`src/rtl/hcsr04_pkg.sv`:
```
// Shared types and helpers for the HC-SR04 round-robin measurement scheduler.
package hcsr04_pkg;

  localparam int ECHO_W = 22;

  typedef enum logic [2:0] {
    IDLE  = 3'd0,
    TRIG  = 3'd1,
    WAIT  = 3'd2,
    MEAS  = 3'd3,
    GUARD = 3'd4
  } state_t;

  // Microseconds to whole clock cycles; 64-bit intermediate avoids overflow.
  function automatic int us_to_cyc(input int us, input int t_clk_ns);
    longint cyc;
    cyc = (longint'(us) * 64'sd1000) / longint'(t_clk_ns);
    return int'(cyc);
  endfunction

endpackage

```
`src/rtl/hcsr04_rr_pick.sv`:
```
// Round-robin picker: first set mask bit strictly after last_id, wrapping around.
module hcsr04_rr_pick #(
  parameter int N   = 4,
  parameter int IDW = 2
) (
  input  logic [N-1:0]   mask,
  input  logic [IDW-1:0] last_id,
  output logic [IDW-1:0] id,
  output logic           found
);

  always_comb begin
    logic [IDW-1:0] cand;
    id    = '0;
    found = 1'b0;
    cand  = '0;
    // Walk from farthest to nearest so the closest candidate wins last.
    for (int k = N; k >= 1; k--) begin
      cand = IDW'((int'(last_id) + k) % N);
      if (mask[cand]) begin
        id    = cand;
        found = 1'b1;
      end
    end
  end

endmodule

```
`src/rtl/hcsr04_scheduler.sv`:
```
// Time-multiplexed HC-SR04 controller: trigger, echo timing with timeout, and
// a guard gap between sensors so their bursts never overlap acoustically.
//
// state | meaning
// IDLE  | waiting for i_enable and a non-empty mask; picks next channel
// TRIG  | trigger pin of the selected channel high for TRIG_CYC cycles
// WAIT  | waiting for a fresh echo rise, bounded by TO_CYC
// MEAS  | timing the echo high phase, bounded by TO_CYC
// GUARD | quiet gap of GRD_CYC cycles before the next selection
module hcsr04_scheduler
  import hcsr04_pkg::*;
#(
  parameter  int T_CLK      = 10,
  parameter  int N_SENSORS  = 4,
  parameter  int TRIG_US    = 10,
  parameter  int TIMEOUT_US = 38000,
  parameter  int GUARD_US   = 10000,
  localparam int IDW        = (N_SENSORS > 1) ? $clog2(N_SENSORS) : 1
) (
  input  logic                 i_clk,
  input  logic                 i_rstn,
  input  logic                 i_enable,
  input  logic [N_SENSORS-1:0] i_mask,
  input  logic [N_SENSORS-1:0] i_echo,
  output logic [N_SENSORS-1:0] o_trigger,
  output logic                 o_valid,
  output logic [IDW-1:0]       o_sensor_id,
  output logic [ECHO_W-1:0]    o_echo_time,
  output logic                 o_timeout,
  output logic                 o_busy
);

  localparam int TRIG_CYC = us_to_cyc(TRIG_US, T_CLK);
  localparam int TO_CYC   = us_to_cyc(TIMEOUT_US, T_CLK);
  localparam int GRD_CYC  = us_to_cyc(GUARD_US, T_CLK);

  localparam logic [31:0] TRIG_LAST = 32'(TRIG_CYC - 1);
  localparam logic [31:0] TO_LAST   = 32'(TO_CYC - 1);
  localparam logic [31:0] GRD_LAST  = 32'(GRD_CYC - 1);

  if (TO_CYC >= (1 << ECHO_W)) begin : g_bad_timeout
    $error("hcsr04_scheduler: timeout cycle count does not fit the echo time width");
  end
  if (TRIG_CYC < 1 || TO_CYC < 1 || GRD_CYC < 1) begin : g_bad_cycles
    $error("hcsr04_scheduler: trigger, timeout and guard must each be at least one cycle");
  end
  if (N_SENSORS < 1 || N_SENSORS > 8) begin : g_bad_n
    $error("hcsr04_scheduler: N_SENSORS must be in 1..8");
  end

  state_t               state;
  logic [31:0]          timer;
  logic [IDW-1:0]       sel;
  logic [N_SENSORS-1:0] echo_s1;
  logic [N_SENSORS-1:0] echo_s2;
  logic                 echo_q;
  logic                 echo_sel;
  logic                 echo_rise;
  logic                 echo_fall;
  logic [IDW-1:0]       pick_id;
  logic                 pick_found;

  always_ff @(posedge i_clk or negedge i_rstn) begin
    if (!i_rstn) begin
      echo_s1 <= '0;
      echo_s2 <= '0;
    end else begin
      echo_s1 <= i_echo;
      echo_s2 <= echo_s1;
    end
  end

  assign echo_sel  = echo_s2[sel];
  assign echo_rise = echo_sel & ~echo_q;
  assign echo_fall = ~echo_sel & echo_q;

  hcsr04_rr_pick #(
    .N   (N_SENSORS),
    .IDW (IDW)
  ) u_pick (
    .mask    (i_mask),
    .last_id (sel),
    .id      (pick_id),
    .found   (pick_found)
  );

  always_ff @(posedge i_clk or negedge i_rstn) begin
    if (!i_rstn) begin
      state       <= IDLE;
      timer       <= '0;
      // Parked on the last channel so the first search after reset starts at bit 0.
      sel         <= IDW'(N_SENSORS - 1);
      echo_q      <= 1'b0;
      o_trigger   <= '0;
      o_valid     <= 1'b0;
      o_sensor_id <= '0;
      o_echo_time <= '0;
      o_timeout   <= 1'b0;
      o_busy      <= 1'b0;
    end else begin
      echo_q  <= echo_sel;
      o_valid <= 1'b0;
      case (state)
        IDLE: begin
          if (i_enable && pick_found) begin
            sel       <= pick_id;
            o_trigger <= N_SENSORS'(1) << pick_id;
            timer     <= '0;
            o_busy    <= 1'b1;
            state     <= TRIG;
          end
        end
        TRIG: begin
          if (timer == TRIG_LAST) begin
            o_trigger <= '0;
            timer     <= '0;
            state     <= WAIT;
          end else begin
            timer <= timer + 32'd1;
          end
        end
        WAIT: begin
          if (echo_rise) begin
            timer <= '0;
            state <= MEAS;
          end else if (timer == TO_LAST) begin
            o_valid     <= 1'b1;
            o_sensor_id <= sel;
            o_echo_time <= '0;
            o_timeout   <= 1'b1;
            timer       <= '0;
            state       <= GUARD;
          end else begin
            timer <= timer + 32'd1;
          end
        end
        MEAS: begin
          // The cycle that raised the edge is not in timer, hence the +1.
          if (echo_fall) begin
            o_valid     <= 1'b1;
            o_sensor_id <= sel;
            o_echo_time <= ECHO_W'(timer + 32'd1);
            o_timeout   <= 1'b0;
            timer       <= '0;
            state       <= GUARD;
          end else if (timer == TO_LAST) begin
            o_valid     <= 1'b1;
            o_sensor_id <= sel;
            o_echo_time <= ECHO_W'(TO_CYC);
            o_timeout   <= 1'b1;
            timer       <= '0;
            state       <= GUARD;
          end else begin
            timer <= timer + 32'd1;
          end
        end
        GUARD: begin
          if (timer == GRD_LAST) begin
            timer  <= '0;
            o_busy <= 1'b0;
            state  <= IDLE;
          end else begin
            timer <= timer + 32'd1;
          end
        end
        default: begin
          o_trigger <= '0;
          timer     <= '0;
          o_busy    <= 1'b0;
          state     <= IDLE;
        end
      endcase
    end
  end

endmodule

```
`config.mk`:
```
export PLATFORM = sky130hd
export DESIGN_NAME = hcsr04_scheduler
export DESIGN_NICKNAME = d
export VERILOG_FILES = /design/src/rtl/hcsr04_pkg.sv /design/src/rtl/hcsr04_rr_pick.sv /design/src/rtl/hcsr04_scheduler.sv
export SDC_FILE = /design/constraint.sdc
export NUM_CORES = 1
export LEC_CHECK = 0
export ABC_AREA = 1
export CAP_MARGIN = 20
export CORE_MARGIN = 2
export CORE_UTILIZATION = 35
export CTS_BUF_LIST = sky130_fd_sc_hd__clkbuf_8
export DETAILED_ROUTE_END_ITERATION = 7
export GPL_ROUTABILITY_DRIVEN = 0
export GPL_TIMING_DRIVEN = 0
export SYNTH_ARGS = -nofsm -noshare
export SYNTH_HDL_FRONTEND = slang
export SYNTH_SLANG_ARGS = --single-unit
```
`constraint.sdc`:
```
create_clock -name i_clk -period 4.85 [get_ports i_clk]
set_input_delay 1.455 -clock i_clk [delete_from_list [all_inputs] [get_ports i_clk]]
set_output_delay 1.455 -clock i_clk [all_outputs]
set_load 0.01 [all_outputs]
```
* Word level (Yosys, flattened, before mapping)
Cells that the tools add are included.
** Word-level totals
- Bits in registers :: 77
- Input bits :: 11
- Word-level logic and storage cells :: 108
** Operators by class
- Add/subtract/negate cells :: 5
- $lt $le $gt $ge :: 5
- Eq/ne operators :: 13
- Shift-type cells :: 1
- Muxes and demuxes :: 55
- Bitwise gates (word level) :: 6
- Reductions and logical operators :: 11
** Operators with widths (count)
- 32-bit 2-to-1 mux :: 6
- 32-bit case mux with 5 select lines :: 1
- 22-bit 2-to-1 mux :: 4
- 22-bit case mux with 2 select lines :: 1
- 32-bit by 1-bit adder with 32-bit output (second input constant) :: 1
- 32-bit by 10-bit equality test with 1-bit output (second input constant) :: 1
- 32-bit by 20-bit equality test with 1-bit output (second input constant) :: 1
- 32-bit by 22-bit equality test with 1-bit output (second input constant) :: 1
- 3-bit 2-to-1 mux :: 6
- 1-bit 2-to-1 mux :: 17
- 2-bit by 3-bit < comparator with 1-bit output (second input constant) :: 5
- 3-bit case mux with 5 select lines :: 1
- 2-bit 2-to-1 mux :: 7
- 4-bit case mux with 3 select lines :: 1
- 1-bit binary-select mux with 2-bit select :: 5
- 2-bit != test (second input constant) :: 5
- 3-bit AND reduction :: 3
- 4-bit 2-to-1 mux :: 2
- 3-bit by 2-bit equality test with 1-bit output (second input constant) :: 2
- 3-bit OR reduction :: 2
- 2-bit by 1-bit adder with 2-bit output (second input constant) :: 2
- 2-bit adder (second input constant) :: 2
- 1-bit NOT :: 4
- 1-bit case mux with 2 select lines :: 2
- 12 further kinds :: 14

* Longest topological paths before layout
- Word-level depth :: 10
- Mapped depth :: 14
- Mapped depth without buffers :: 11

* Modules after synthesis
Synthesis repeated with hierarchy kept, for this count alone.
** Unflattened totals
- Cells, all modules :: 688
- Area, all modules :: 4599.4 µm²
** By module, submodules not included
- hcsr04_scheduler :: times used 1, cells each 639, area each 4372.9 µm²
- hcsr04_rr_pick :: times used 1, cells each 49, area each 226.5 µm²

* Worst setup path before layout
No wires, ideal clock.
- Path kind :: input to register
- From :: input port i_mask[3]
- To :: register state[0]
- Library setup time :: 0.121 ns
- Data arrival time :: 2.246 ns
- Setup slack :: 2.483 ns
- Stages on the path :: 11
- Buffers on the path :: 1
- Path through :: nand2_1 nand2_2 nor2_2 nand2_1 nand2_2 nand2_4 inv_4 buf_6 nor2_1 nand2_1 nand2_1
** Between the ends
- Word-level cells in the longest chain between the ends :: 9
** Ends and longest elaborated chain
- start: declaration :: line hcsr04_scheduler.sv:23 : input logic [N_SENSORS-1:0] i_mask,
- 1-bit binary-select mux with 2-bit select :: line hcsr04_rr_pick.sv:20 : if (mask[cand]) begin
- 1-bit 2-to-1 mux (not written as such) :: line hcsr04_rr_pick.sv:20
- 1-bit 2-to-1 mux (3 in a row) :: line hcsr04_rr_pick.sv:20
- 1-bit 2-to-1 mux (*) :: line hcsr04_rr_pick.sv:20
- 1-bit logical AND (*) :: line hcsr04_scheduler.sv:105 : if (i_enable && pick_found) begin
- 2-bit != test (no line) (*)
- 3-bit AND reduction (no line) (*)
- end signal: assignment :: line hcsr04_scheduler.sv:110 : state <= TRIG;
- end signal: assignment :: line hcsr04_scheduler.sv:117 : state <= WAIT;
- end signal: assignment :: line hcsr04_scheduler.sv:125 : state <= MEAS;
- end: declaration :: line hcsr04_scheduler.sv:51 : state_t state;
Every way passes the cells marked *; elsewhere a longest branch is shown, timed or not. The select of a mux whose other input is x is not followed.
A chain may end at the register's enable or synchronous reset.

* Worst setup path in the final report
- From :: register o_echo_time[12]
- To :: output port o_echo_time[12]
** RTL lines
- start: declaration :: line hcsr04_scheduler.sv:28 : output logic [ECHO_W-1:0] o_echo_time,
- start signal: assignment :: line hcsr04_scheduler.sv:142 : o_echo_time <= ECHO_W'(timer + 32'd1);
- start signal: assignment :: line hcsr04_scheduler.sv:149 : o_echo_time <= ECHO_W'(TO_CYC);
No word-level cell between the ends.

==> flow_summary.toml <==
[outcome]
outcome = "completed"

[setup_path]
worstPathBufferInverterCount = 1
startpoint_type = "flip-flop"
setup.worst_path.end_class = "output port"
kind_of_cell_with_the_highest_combined_delay_on_the_critical_path = "buffers and inverters"
path_cells = "clkdlybuf4s50_1"
cp_max_fo = 2
worst_path_class_setup = "flip-flop to output port"
worst_path_required_time_ns = 3.39
critical-path-slowest-cell = "sky130_fd_sc_hd__clkdlybuf4s50_1"
worst_ep_arrival_time_ns = 1.26
cp_slowest_stage_delay_ns = 0.54

[clock_network]
cts_clock_pin_slew_for_the_worst_setup_and_hold_paths_ns = 0.08
worst_skew_pair.late_latency_ns = 0.36
cts_buffer_depth = 2
clock_tree.root_cell = "sky130_fd_sc_hd__clkbuf_8"
cts.sink_count = 77
tritoncts = "built"
post_cts_resized = 0
ctsHoldBuffers = 0
cts_setup_buffers = 0
cts-buffers-inserted = 9
cts.htree.levels = 3

[timing]
final-hold-violation-count = 0
finalSetupViolCount = 0
max_freq_mhz = 368
final_min_period_over_clock_period_pct = 56.0
whs_ns = 0.350
finalClockSkew_ns = 0.00785
fin_ws_ns = 2.13
grt_setup_unrepaired = "false"
max-slew-margin-rel_pct = 72.1
sum_of_negative_setup_slack_ns = 0
worst_slew_pin_slew_ns = 0.416
final.min_clock_period_ns = 2.72
slew_viol_final = 0

[place]
detailedPlace.worstSlack_ns = 1.80
io_buffer_count = 41
place_area_um2 = 5330
place_hpwl_mm = 8.81

[floorplanning]
design.die.area_um2 = 14300
floorplan.core_area_um2 = 13100
row_count = 42
initial_cell_density_of_the_core_pct = 35.6
die_x_um = 120
floorplan.io_pins = 42
vert_die_dim_um = 120

[grt]
grt_first_pass_wirelength_mm = 19.8
grt_start_max_net_pins = 71
first_global_vias = 4119
global_route.overflow_total = 0
grtUsageTotal_pct = 17.4
grt_antenna_before_repair = 0

[drt]
postRouteWirelength_mm = 11.6
route.detailed.wl_per_inst_um = 13.4
postRouteAntennaNets = 0
detailroute.via_count = 4216
drt_iter0_drc = 258
viasPerCell = 4.86
firstDrtPassIters = 5
detail_route.drc_violations = 0

[finish]
layout.cells.most_common_list = "sky130_fd_sc_hd__nand2_1 (245), sky130_fd_sc_hd__nor2_1 (82), sky130_fd_sc_hd__dfrtp_1 (75), sky130_fd_sc_hd__inv_1 (40), sky130_fd_sc_hd__clkdlybuf4s50_1 (40)"
insertedDiodeCount = 0
most_common_cell_after_layout_fill_and_taps_aside = "sky130_fd_sc_hd__nand2_1"
nNetsFinal = 699
area_delta_synth_final_pct = 18.2
finished_cell_area_um2 = 5530
drive_gt1_share_pct = 15.9

[logic_synthesis]
yosysWarningCount = 0
main_synth_ff_type = "sky130_fd_sc_hd__dfrtp_1"
mapped_cells = 634
post_synth_instance_area_um2 = 4680
synth_simple_gate_area_share_pct = 40.5
synth-adder-area-share_pct = 0.267
yosys.area_share.xor_xnor_pct = 3.74
ys_types = 30
synth-async-reset-ratio_pct = 100
mean_instance_size_in_the_synthesized_netlist_um2 = 7.38
mappedNetlistNets = 646
post_synth_mux_area_share_pct = 0
postSynthRegisterBits = 77
synth_enable_flop_cells = 0
yosysSeqAreaShare_pct = 41.2
synth_top_family_by_area = "simple AND/OR/NAND/NOR gates"
synth_compound_area_share_pct = 7.35

[hold_path]
worstHoldPathType = "flip-flop to flip-flop"

[pwr]
vdd.ir_drop.worst_v = 0.000144
p_leak_nw = 2.57
cellPowerDensity_nw_per_um2 = 211
overall_power_consumption_mw = 1.17

[job]
drv.max_cap_violation_count = 0
## Yosys cell counts (8+ instances only)
library cell | number | area [µm²]
sky130_fd_sc_hd__dfrtp_1 | 75 | 1880
sky130_fd_sc_hd__inv_1 | 40 | 150
sky130_fd_sc_hd__inv_2 | 8 | 30.0
sky130_fd_sc_hd__nand2_1 | 245 | 920
sky130_fd_sc_hd__nand2_2 | 14 | 87.6
sky130_fd_sc_hd__nand3_1 | 31 | 155
sky130_fd_sc_hd__nand4_1 | 15 | 93.8
sky130_fd_sc_hd__nor2_1 | 82 | 308
sky130_fd_sc_hd__nor3_1 | 10 | 50.1
sky130_fd_sc_hd__o21ai_0 | 19 | 95.1
sky130_fd_sc_hd__o21ai_2 | 22 | 193
sky130_fd_sc_hd__xor2_1 | 14 | 123
## area by class of cell
cell class,instances,area (µm²)
plain buffers,16,129
inverters,50,193
well taps,176,220
clock buffers,13,179
flip-flops and latches,77,1930
multi-input cells,491,2430
fillers,1365,7610
clock inverters,3,17.5
repair buffers,42,435
## path summary, 6_finish.rpt
path / startpoint / cells past startpoint / to / slack [ns]
max in group asynchronous: i_rstn / 2 / sel[0] / 3.33
max reg2reg: timer[0] / 10 / timer[22] / 2.81
max: o_echo_time[12] / 1 / o_echo_time[12] / 2.13
min in group asynchronous: i_rstn / 1 / o_echo_time[14] / 0.90
min: echo_s1[2] / 0 / echo_s2[2] / 0.35
min reg2reg: echo_s1[2] / 0 / echo_s2[2] / 0.35
## through the flow
stage,utilization [%],instances
finish,42.1,868
global route,42.1,868
CTS,42.1,868
detailed placement,40.6,852
global placement,40.4,851
floorplan,-,634
## cell families (layout without fill, tap and decap cells)
logic type	Yosys count	in the layout
xor gates and xnor gates	20	20
adders and majority gates	1	1
buffers and inverters	66	124
AOI/OAI and AO/OA	47	47
DFF	77	77
and+or+nand+nor	423	423
## per-layer routing
metal	vias up	routed length, µm	global-route usage [%]
met5	-	0	0
met4	0	229	5.74
met3	21	572	3.75
met2	107	5310	27.8
met1	1989	5510	23.5
li1	2099	-	-
## registers in the layout (all words and copies together), names as in the netlist
| register | count |
|---|---|
| echo_q | 1 |
| o_echo_time | 22 |
| o_timeout | 1 |
| o_valid | 1 |
| o_busy | 1 |
| o_sensor_id | 2 |
| echo_s1 | 4 |
| state | 3 |
| echo_s2 | 4 |
| sel | 2 |
| timer | 32 |
| o_trigger | 4 |
## power by group
group	internal, mW	switching, mW	total, mW
Clock	0.240	0.235	0.475
Sequential	0.645	0.00144	0.647
Combinational	0.0160	0.0291	0.0452
Total	0.901	0.266	1.17
Note: power is estimated with default switching activity, not from simulation.
